## src/rtl/ram_seq_ctrl.sv

```systemverilog
// ram_seq_ctrl
//   Initiator-side sequencer for a small 4-bit RAM. In verify mode it writes
//   addr^SEED to every word, then reads each word back and flags mismatches.
//   In scan mode it only reads the words and streams them out on rdata.
//
// Ports
//   CLOCK_50     in   system clock, rising edge
//   rst          in   synchronous reset, active-high
//   start        in   one-cycle run request, ignored while busy
//   sw           in   mode at start: 0 = verify, 1 = scan
//   waddr/din/we out  RAM write port (waddr/din hold when we=0)
//   raddr        out  RAM read address (holds last address when not reading)
//   dout         in   RAM read data, RD_LAT cycles after raddr
//   busy         out  run in progress
//   done         out  one-cycle pulse at the end of a run
//   rdata        out  last word captured from dout
//   rdata_valid  out  one-cycle pulse when rdata is new
//   err          out  sticky mismatch flag (verify mode), cleared at start
//   err_addr     out  address of the first mismatch
//   err_cnt      out  mismatch count, saturating at 31
module ram_seq_ctrl #(
  parameter int         DEPTH     = 16,
  parameter logic [3:0] SEED      = 4'hF,
  parameter int         RD_LAT    = 1,
  parameter int         STEP_LOG2 = 0
) (
  input  logic       CLOCK_50,
  input  logic       rst,
  input  logic       start,
  input  logic       sw,
  output logic [3:0] waddr,
  output logic [3:0] din,
  output logic       we,
  output logic [3:0] raddr,
  input  logic [3:0] dout,
  output logic       busy,
  output logic       done,
  output logic [3:0] rdata,
  output logic       rdata_valid,
  output logic       err,
  output logic [3:0] err_addr,
  output logic [4:0] err_cnt
);

  localparam int DATA_W = 4;
  localparam int DIV_W  = (STEP_LOG2 > 0) ? STEP_LOG2 : 1;

  localparam logic [DATA_W-1:0] LAST     = DATA_W'(DEPTH - 1);
  localparam logic [DIV_W-1:0]  DIV_TOP  = DIV_W'((1 << STEP_LOG2) - 1);
  localparam logic [1:0]        LAT_INIT = 2'(RD_LAT);

  localparam logic [2:0] S_IDLE  = 3'd0;
  localparam logic [2:0] S_WRITE = 3'd1;
  localparam logic [2:0] S_READ  = 3'd2;
  localparam logic [2:0] S_WAIT  = 3'd3;
  localparam logic [2:0] S_DONE  = 3'd4;

  logic [2:0]        state;
  logic              mode;
  logic [DATA_W-1:0] addr;
  logic [DIV_W-1:0]  div_cnt;
  logic [1:0]        lat_cnt;
  logic [DATA_W-1:0] waddr_q;
  logic [DATA_W-1:0] din_q;
  logic [DATA_W-1:0] raddr_q;
  logic              tick;
  logic              vld_p0;
  logic              mism_p0;
  logic              vld_p1;
  logic [DATA_W-1:0] rdata_p1;

  function automatic logic [DATA_W-1:0] pattern(input logic [DATA_W-1:0] a);
    return a ^ SEED;
  endfunction

  function automatic logic [4:0] sat_inc(input logic [4:0] v);
    return (v == 5'd31) ? v : v + 5'd1;
  endfunction

  always_comb begin
    tick    = (STEP_LOG2 == 0) ? 1'b1 : (div_cnt == DIV_TOP);
    we      = (state == S_WRITE) && tick;
    waddr   = we ? addr : waddr_q;
    din     = we ? pattern(addr) : din_q;
    raddr   = (state == S_READ || state == S_WAIT) ? addr : raddr_q;
    busy    = (state != S_IDLE);
    done    = (state == S_DONE);
    // stage p0: dout is valid on the last latency cycle of WAIT
    vld_p0  = (state == S_WAIT) && (lat_cnt == 2'd1);
    mism_p0 = vld_p0 && !mode && (dout != pattern(addr));
  end

  assign rdata       = rdata_p1;
  assign rdata_valid = vld_p1;

  always_ff @(posedge CLOCK_50) begin
    if (rst) begin
      state    <= S_IDLE;
      mode     <= 1'b0;
      addr     <= '0;
      div_cnt  <= '0;
      lat_cnt  <= '0;
      waddr_q  <= '0;
      din_q    <= '0;
      raddr_q  <= '0;
      vld_p1   <= 1'b0;
      rdata_p1 <= '0;
      err      <= 1'b0;
      err_addr <= '0;
      err_cnt  <= '0;
    end else begin
      div_cnt <= div_cnt + 1'b1;
      // stage p1: captured word and its one-cycle valid
      vld_p1  <= vld_p0;
      if (vld_p0)
        rdata_p1 <= dout;
      if (we) begin
        waddr_q <= addr;
        din_q   <= pattern(addr);
      end
      if (state == S_READ || state == S_WAIT)
        raddr_q <= addr;
      if (mism_p0) begin
        err     <= 1'b1;
        err_cnt <= sat_inc(err_cnt);
        if (!err)
          err_addr <= addr;
      end

      case (state)
        S_IDLE: begin
          if (start) begin
            mode     <= sw;
            err      <= 1'b0;
            err_addr <= '0;
            err_cnt  <= '0;
            addr     <= '0;
            div_cnt  <= '0;
            state    <= sw ? S_READ : S_WRITE;
          end
        end
        S_WRITE: begin
          if (tick) begin
            if (addr == LAST) begin
              addr  <= '0;
              state <= S_READ;
            end else begin
              addr <= addr + 1'b1;
            end
          end
        end
        S_READ: begin
          if (tick) begin
            lat_cnt <= LAT_INIT;
            state   <= S_WAIT;
          end
        end
        S_WAIT: begin
          lat_cnt <= lat_cnt - 2'd1;
          if (lat_cnt == 2'd1) begin
            if (addr == LAST) begin
              state <= S_DONE;
            end else begin
              addr  <= addr + 1'b1;
              state <= S_READ;
            end
          end
        end
        S_DONE:  state <= S_IDLE;
        default: state <= S_IDLE;
      endcase
    end
  end

endmodule

```

## config.mk

```make
export PLATFORM = sky130hd
export DESIGN_NAME = ram_seq_ctrl
export DESIGN_NICKNAME = d
export VERILOG_FILES = /design/src/rtl/ram_seq_ctrl.sv
export SDC_FILE = /design/constraint.sdc
export NUM_CORES = 1
export LEC_CHECK = 0
export CAP_MARGIN = 25
export CORE_MARGIN = 3
export CORE_UTILIZATION = 38
export DETAILED_ROUTE_END_ITERATION = 10
export PLACE_DENSITY_LB_ADDON = 0.05
export SETUP_SLACK_MARGIN = 0.2
export SYNTH_ARGS = -nofsm -noshare
export SYNTH_HDL_FRONTEND = slang
export SYNTH_SLANG_ARGS = --single-unit
```

## constraint.sdc

```tcl
create_clock -name CLOCK_50 -period 1.85 [get_ports CLOCK_50]
set_input_delay 0.2775 -clock CLOCK_50 [delete_from_list [all_inputs] [get_ports CLOCK_50]]
set_output_delay 0.2775 -clock CLOCK_50 [all_outputs]
set_load 0.01 [all_outputs]
```

==> results by group, run 1 <==
Clock tree
  • CTS root buffer: clkbuf_8
  • Clock sinks: 37
  • Htree depth: 2
  • Worst-skew pair later-pin latency: 0.29 ns
  • CTS tree: done
  • Clock Tree Buf Depth: 2
  • CTS clk-pin slew, worst paths: 0.07 ns
  • TritonCTS Buffers: 5

Placement
  • Port bufs: 37
  • Placed instance count: 297
  • DP Area: roughly 2200 sq um
  • Place WS: -0.00899 ns
  • DP Wirelength: 3.10 mm
  • Placer Congestion: roughly 0.85

Worst hold path
  • Worst Hold Class: reg -> reg

STA
  • Maximum clock frequency: about 0.56 GHz
  • Layout Skew: 0.00620 ns
  • Slew Limit Fails: 0
  • Setup TNS: 0 ns
  • Final Hold Fails: 0
  • Slew margin rel.: a little under three quarters
  • Final worst path period need: about 1.8 ns
  • RSZ-0062 raised after global routing: true
  • Setup violators final: 0
  • Final setup margin: 0.0678 ns
  • Worst-margin pin slew: between 0.4 and 0.5 ns
  • Tcrit/Tclk final: 96.3%

Power and ir drop
  • Leakage power: roughly 1.1 nW
  • Sw Share: around 27%
  • Max VDD drop: 0.000557 V
  • Overall power: around 2.1 mW
  • Reg power frac: 40.0%
  • Internal Pwr Total: around 1.6 mW
  • Combinational Power Share: between 20% and 30%
  • Cell Pwr Density: 801 nW/um^2
  • Switching pwr: 0.576 mW
  • Clock Power Share: 33.6%

Floorplan
  • Die footprint: 5310 sq um
  • Die width: approximately 73 um
  • # IOs: 38
  • Die H: roughly 73 um
  • Std-Cell Rows: 23
  • Core area: between 4000 and 5000 sq um
  • Initial core utilization: about 41%

Cells and area
  • Area growth, synth to finish: 58.1%
  • Antenna fix cells: 0
  • Final nets: 290
  • Share of cells above drive strength 1: between 30% and 40%
  • Final instance area: 2680 sq um
  • Final std cells w/o fill: 330
  • Most frequent cells in the layout: nand2_1, dfxtp_1, buf_4

Synth
  • Mapped cell area: about 1700 sq um
  • Ys Warns: 0
  • Ys flop type: dfxtp_1
  • Syn_nets: 220
  • Post-synth EDFFs: 0
  • Syn Inst Count: ~210
  • Mean Syn Cell Area: about 8.1 sq um
  • FFs w/ async S/R, synth: 0%
  • Synth top area cells: dfxtp_1, nand2_1, nor2b_1, a21oi_1, o21ai_0
  • Netlist cell types: 38
  • Post-synthesis sequential area ratio: between 40% and 50%
  • Cell taking the most area after synthesis: dfxtp_1
  • Post-synth top area share: between 40% and 50%
  • #FFs+latches synth: 37

Critical path
  • Worst-path fanout max: 4
  • Worst Path Arrival: around 1.5 ns
  • Worst EP required: ~1.6 ns
  • CP endpoint kind: primary output
  • Crit Path Class: reg -> out
  • Startpoint types: flop

Global route
  • Initial antenna violation count: 0
  • First-pass GRT wire length: between 7 and 8 mm
  • Grt total ovfl: 0
  • Vias in the first global route: 1700
  • Total GRT Usage: 18.9%
  • Largest net degree at the start of global routing: 28

Detailed routing
  • Final WL: 4.82 mm
  • Initial drt markers: 86
  • Antenna-violating nets left: 0
  • Router iterations before antenna repair: 4
  • Avg Vias per Cell: around 5.3
  • Wirelength per Cell: between 10 and 15 um
  • Vias: between 1500 and 2000
  • DRC viols: 0

Outcome
  • Run status: finished, final reports clean

Job
  • # Max-Cap Violations: 0
[cell usage after synthesis (all sizes together) (2+ instances only)]
library cell   n
and3           4
nand4          3
nand3         10
nand2         42
a31oi          3
a21oi         15
ha             3
a211oi         3
nor3           4
buf            7
nor2           9
nor2b         15
o21ai         14
xor2           4
a21boi         2
dfxtp         37
clkbuf         7
inv            3
nor3b          2
a311oi         3
or3            5
[through the flow]
| stage | utilization [%] | hold slack, ns |
|---|---|---|
| finish | 64.8 | 0.462 |
| global route | 64.8 | 0.495 |
| CTS | 59.3 | 0.461 |
| detailed placement | 52.7 | 0.451 |
| global placement | 52.7 | 0.442 |
| floorplan | - | 0.413 |
[worst max-delay path, stage by stage, from the launching register on]
cell and delay, ns:
dfxtp_2 0.34, or3b_4 0.45, buf_6 0.15, o21ai_2 0.12
buf_2 0.15
[kinds of logic (layout without fill, tap and decap cells)]
logic type / after synthesis / in the layout / synth area share [%]
fa+ha+maj: 3 / 3 / 2.21
flops: 37 / 37 / 43.6
buf+inv: 18 / 88 / 4.79
compound gates: 43 / 43 / 15.8
simple gates: 103 / 104 / 31.0
xor+xnor: 5 / 5 / 2.58
[power groups by stage]
stage | sequential, mW | combinational [mW] | clock [mW]
finish | 0.860 | 0.568 | 0.721
global route | 0.864 | 0.611 | 0.771
CTS | 0.853 | 0.467 | 0.734
detailed placement | 0.867 | 0.393 | 0
global placement | 0.865 | 0.384 | 0
floorplan | 0.864 | 0.222 | 0
[area by class of cell]
type | instances | area [sq um]
Clock inverter | 1 | 30.0
Sequential cell | 37 | 748
Fill cell | 362 | 1460
Tap cell | 50 | 62.6
Timing Repair Buffer | 76 | 702
Multi-Input combinational cell | 155 | 1030
Clock buffer | 7 | 86.3
Inverter | 4 | 20.0
[metal layers]
| layer | share of wire [%] | GRT usage, % | vias to the layer above |
|---|---|---|---|
| met5 | 0 | 0 | - |
| met4 | 1.2 | 5.74 | 0 |
| met3 | 4.7 | 5.92 | 8 |
| met2 | 49 | 31.7 | 41 |
| met1 | 45 | 23.0 | 838 |
| li1 | - | - | 863 |
[flip-flops by register name (all words and copies together) (netlist names), 2 cells and up]
register  cells
addr          4
din_q         4
err_addr      4
err_cnt       5
lat_cnt       2
raddr_q       4
rdata         4
state         3
waddr_q       4
[final timing paths]
kind / from / end / slack (ns) / cells past startpoint
setup / recovery: state[2] / din[1] / 0.07 / 4
hold / removal: rdata[1] / rdata[1] / 0.46 / 2
hold reg to reg: rdata[1] / rdata[1] / 0.46 / 2
setup reg to reg: state[2] / addr[3] / 0.09 / 7
[repair_timing]
item | CTS | global route
cloned | 1 | 0
hold endpoints to repair | 0 | 0
pin swaps | 7 | 13
endpoints found under the setup margin | 23 | 29
resized for setup | 72 | 50
hold buffers | 0 | 0
buffers inserted | 16 | 8
No activity file was read; power rests on OpenSTA's default activity.
==> run 2: changes to the inputs <==
- CORE_UTILIZATION: 38 -> 49
==> run 2 against run 1 <==
  * The flow now finishes with violations (negative setup slack)
  * Non-clock buffer count stayed put
  * Sequential power hardly changed
  * Cell count is 1.8% lower
  * Sequential cell count stayed put
  * Critical path type unchanged
  * First-iteration DRC count is 19% higher
  * Die area is 21% lower
==> results by group, run 2 (synthesized netlist as in run 1, its figures left out) <==
Detailed routing
  • Final WL: 5.37 mm (+11%)
  • Avg Vias per Cell: 5.71 (+7.6%)
  • Vias: 1849 (+5.7%)
  • Antenna-violating nets left: 0 (unchanged)
  • Initial drt markers: 102 (+19%)
  • Router iterations before antenna repair: 4 (unchanged)
  • Wirelength per Cell: 16.6 um (+13%)
  • DRC viols: 0 (unchanged)

Global route
  • First-pass GRT wire length: 7.25 mm (-6.7%)
  • Largest net degree at the start of global routing: 28 (unchanged)
  • Grt total ovfl: 0 (unchanged)
  • Total GRT Usage: 22.2% (+3.4 points)
  • Vias in the first global route: 1585 (-6.8%)
  • Initial antenna violation count: 0 (unchanged)

Critical path
  • CP max-delay cell: or3b_4
  • Startpoint types: flop
  • Critical Path Max Stage Delay: 0.45 ns (about the same)
  • Crit Path Class: reg -> out
  • Worst-path cell chain: or3b_4 > o21ai_2 > clkdlybuf4s15_2
  • Worst Path Arrival: 1.61 ns (+0.11 ns)
  • CP endpoint kind: primary output
  • Worst-path fanout max: 6 (+2)
  • Worst EP required: 1.57 ns (about the same)

Clock tree
  • CTS tree: done
  • Worst-skew pair later-pin latency: 0.37 ns (+0.08 ns)
  • CTS clk-pin slew, worst paths: 0.11 ns (+0.04 ns)
  • Clock Tree Buf Depth: 2 (unchanged)
  • Clock sinks: 37 (unchanged)
  • CTS root buffer: clkbuf_4
  • TritonCTS Buffers: 5 (unchanged)
  • Hold-fix buffers at CTS: 0 (unchanged)
  • Htree depth: 2 (unchanged)

Cells and area
  • Area growth, synth to finish: 54.8%
  • Antenna fix cells: 0 (unchanged)
  • Most flops, register: err_cnt
  • Final nets: 290 (unchanged)
  • Multi-input gate area: 1030 sq um (-0.12%)
  • Util after Layout: 82.7% (+18 points)
  • Max reg flops: 5 (unchanged)
  • Share of cells above drive strength 1: 38.9% (+4.6 points)
  • Fill count: 190 (-48%)
  • Commonest non-fill, non-tap cell in the layout: dfxtp_1
  • Most frequent cells in the layout: dfxtp_1, buf_4, nand2_1
  • Area occupied by registers: 753 sq um (+0.67%)

STA
  • Maximum clock frequency: 0.529 GHz (-5.7%)
  • Slew Limit Fails: 0 (unchanged)
  • Slew margin rel.: 71.5% (+0.33 points)
  • Final worst path period need: 1.89 ns (+0.108 ns)
  • Final setup margin: -0.0397 ns (-0.108 ns)
  • Layout Skew: 0.00962 ns (+0.00342 ns)
  • Worst-margin pin slew: 0.424 ns (-0.00569 ns)
  • Setup violators final: 4 (+4)
  • Final Hold Fails: 0 (unchanged)
  • Tcrit/Tclk final: 102% (+5.8 points)
  • RSZ-0062 raised after global routing: true

Floorplan
  • Die width: 64.9 um (-11%)
  • Die H: 64.9 um (-11%)
  • # IOs: 38 (unchanged)
  • Std-Cell Rows: 20 (-13%)
  • Initial core utilization: 53.4% (+12 points)
  • Core area: 3180 sq um (-23%)
  • Die footprint: 4210 sq um (-21%)

Placement
  • Port bufs: 37 (unchanged)
  • Place WS: -0.0118 ns (-0.00285 ns)
  • Placer Congestion: 0.895 (+5.3%)
  • DP Wirelength: 2.94 mm (-5.1%)

Power and ir drop
  • Max VDD drop: 0.000632 V (+13%)
  • Overall power: 1.90 mW (-12%)
  • Cell Pwr Density: 722 nW/um^2 (-9.8%)
  • Leakage power: 1.12 nW (-2.5%)

Outcome
  • Run status: finished, violations left
  • Failing checks: negative setup slack

Job
  • # Max-Cap Violations: 0 (unchanged)

Worst hold path
  • Worst Hold Class: reg -> reg
-- run 2: power by group --
part / switching [mW] / internal (mW)
Combinational: 0.273 / 0.280
Sequential: 0.0255 / 0.834
Clock: 0.299 / 0.185
-- run 2: path summary, 6_finish.rpt --
| path | slack, ns | end | cells after the start | startpoint |
|---|---|---|---|---|
| hold / removal | 0.46 | rdata[3] | 2 | rdata[3] |
| setup reg to reg | 0.03 | addr[0] | 8 | state[0] |
| setup / recovery | -0.04 | din[3] | 3 | state[1] |
| hold reg to reg | 0.46 | rdata[3] | 2 | rdata[3] |
-- run 2: routing by layer --
metal  track usage (%)  wire length (um)  vias to the layer above
met3              5.55               341                       20
met1              26.6              2090                      898
li1                  -                 -                      864
met2              38.3              2740                       67
met4              7.92               195                        0
met5                 0                 0                        -
-- run 2: cell type report --
class	instances	share of cell area [%]
flip-flops and latches	37	28.7
well taps	44	2.10
repair buffers	76	26.7
clock buffers	6	1.95
inverters	4	0.762
clock inverters	2	0.524
multi-input cells	155	39.3
-- run 2: worst max-delay path: cells and delay by family, from the launching register on --
family | cells | cell delay (ns)
AO/OA/AOI/OAI | 1 | 0.17
buffers and inverters | 1 | 0.25
flip-flops | 1 | 0.38
AND/OR/NAND/NOR | 1 | 0.45
-- run 2: stage by stage --
stage | hold slack, ns | instances | TNS, ns | area (sq um)
5_1_grt | 0.498 | 324 | -0.467 | 2630
4_1_cts | 0.465 | 309 | -0.117 | 2350
3_5_place_dp | 0.450 | 292 | -0.0439 | 2180
3_3_place_gp | 0.442 | 292 | -0.000650 | 2180
6_report | 0.464 | 324 | -0.118 | 2630
2_1_floorplan | 0.413 | 209 | 0 | 1700
-- run 2: timing repair --
item                                   CTS  global route
cloned                                   1             0
setup endpoints to repair               26            32
pin swaps                               11            16
resized for setup                       88            47
endpoints found under the hold margin    0             0
buffers inserted                         8            15
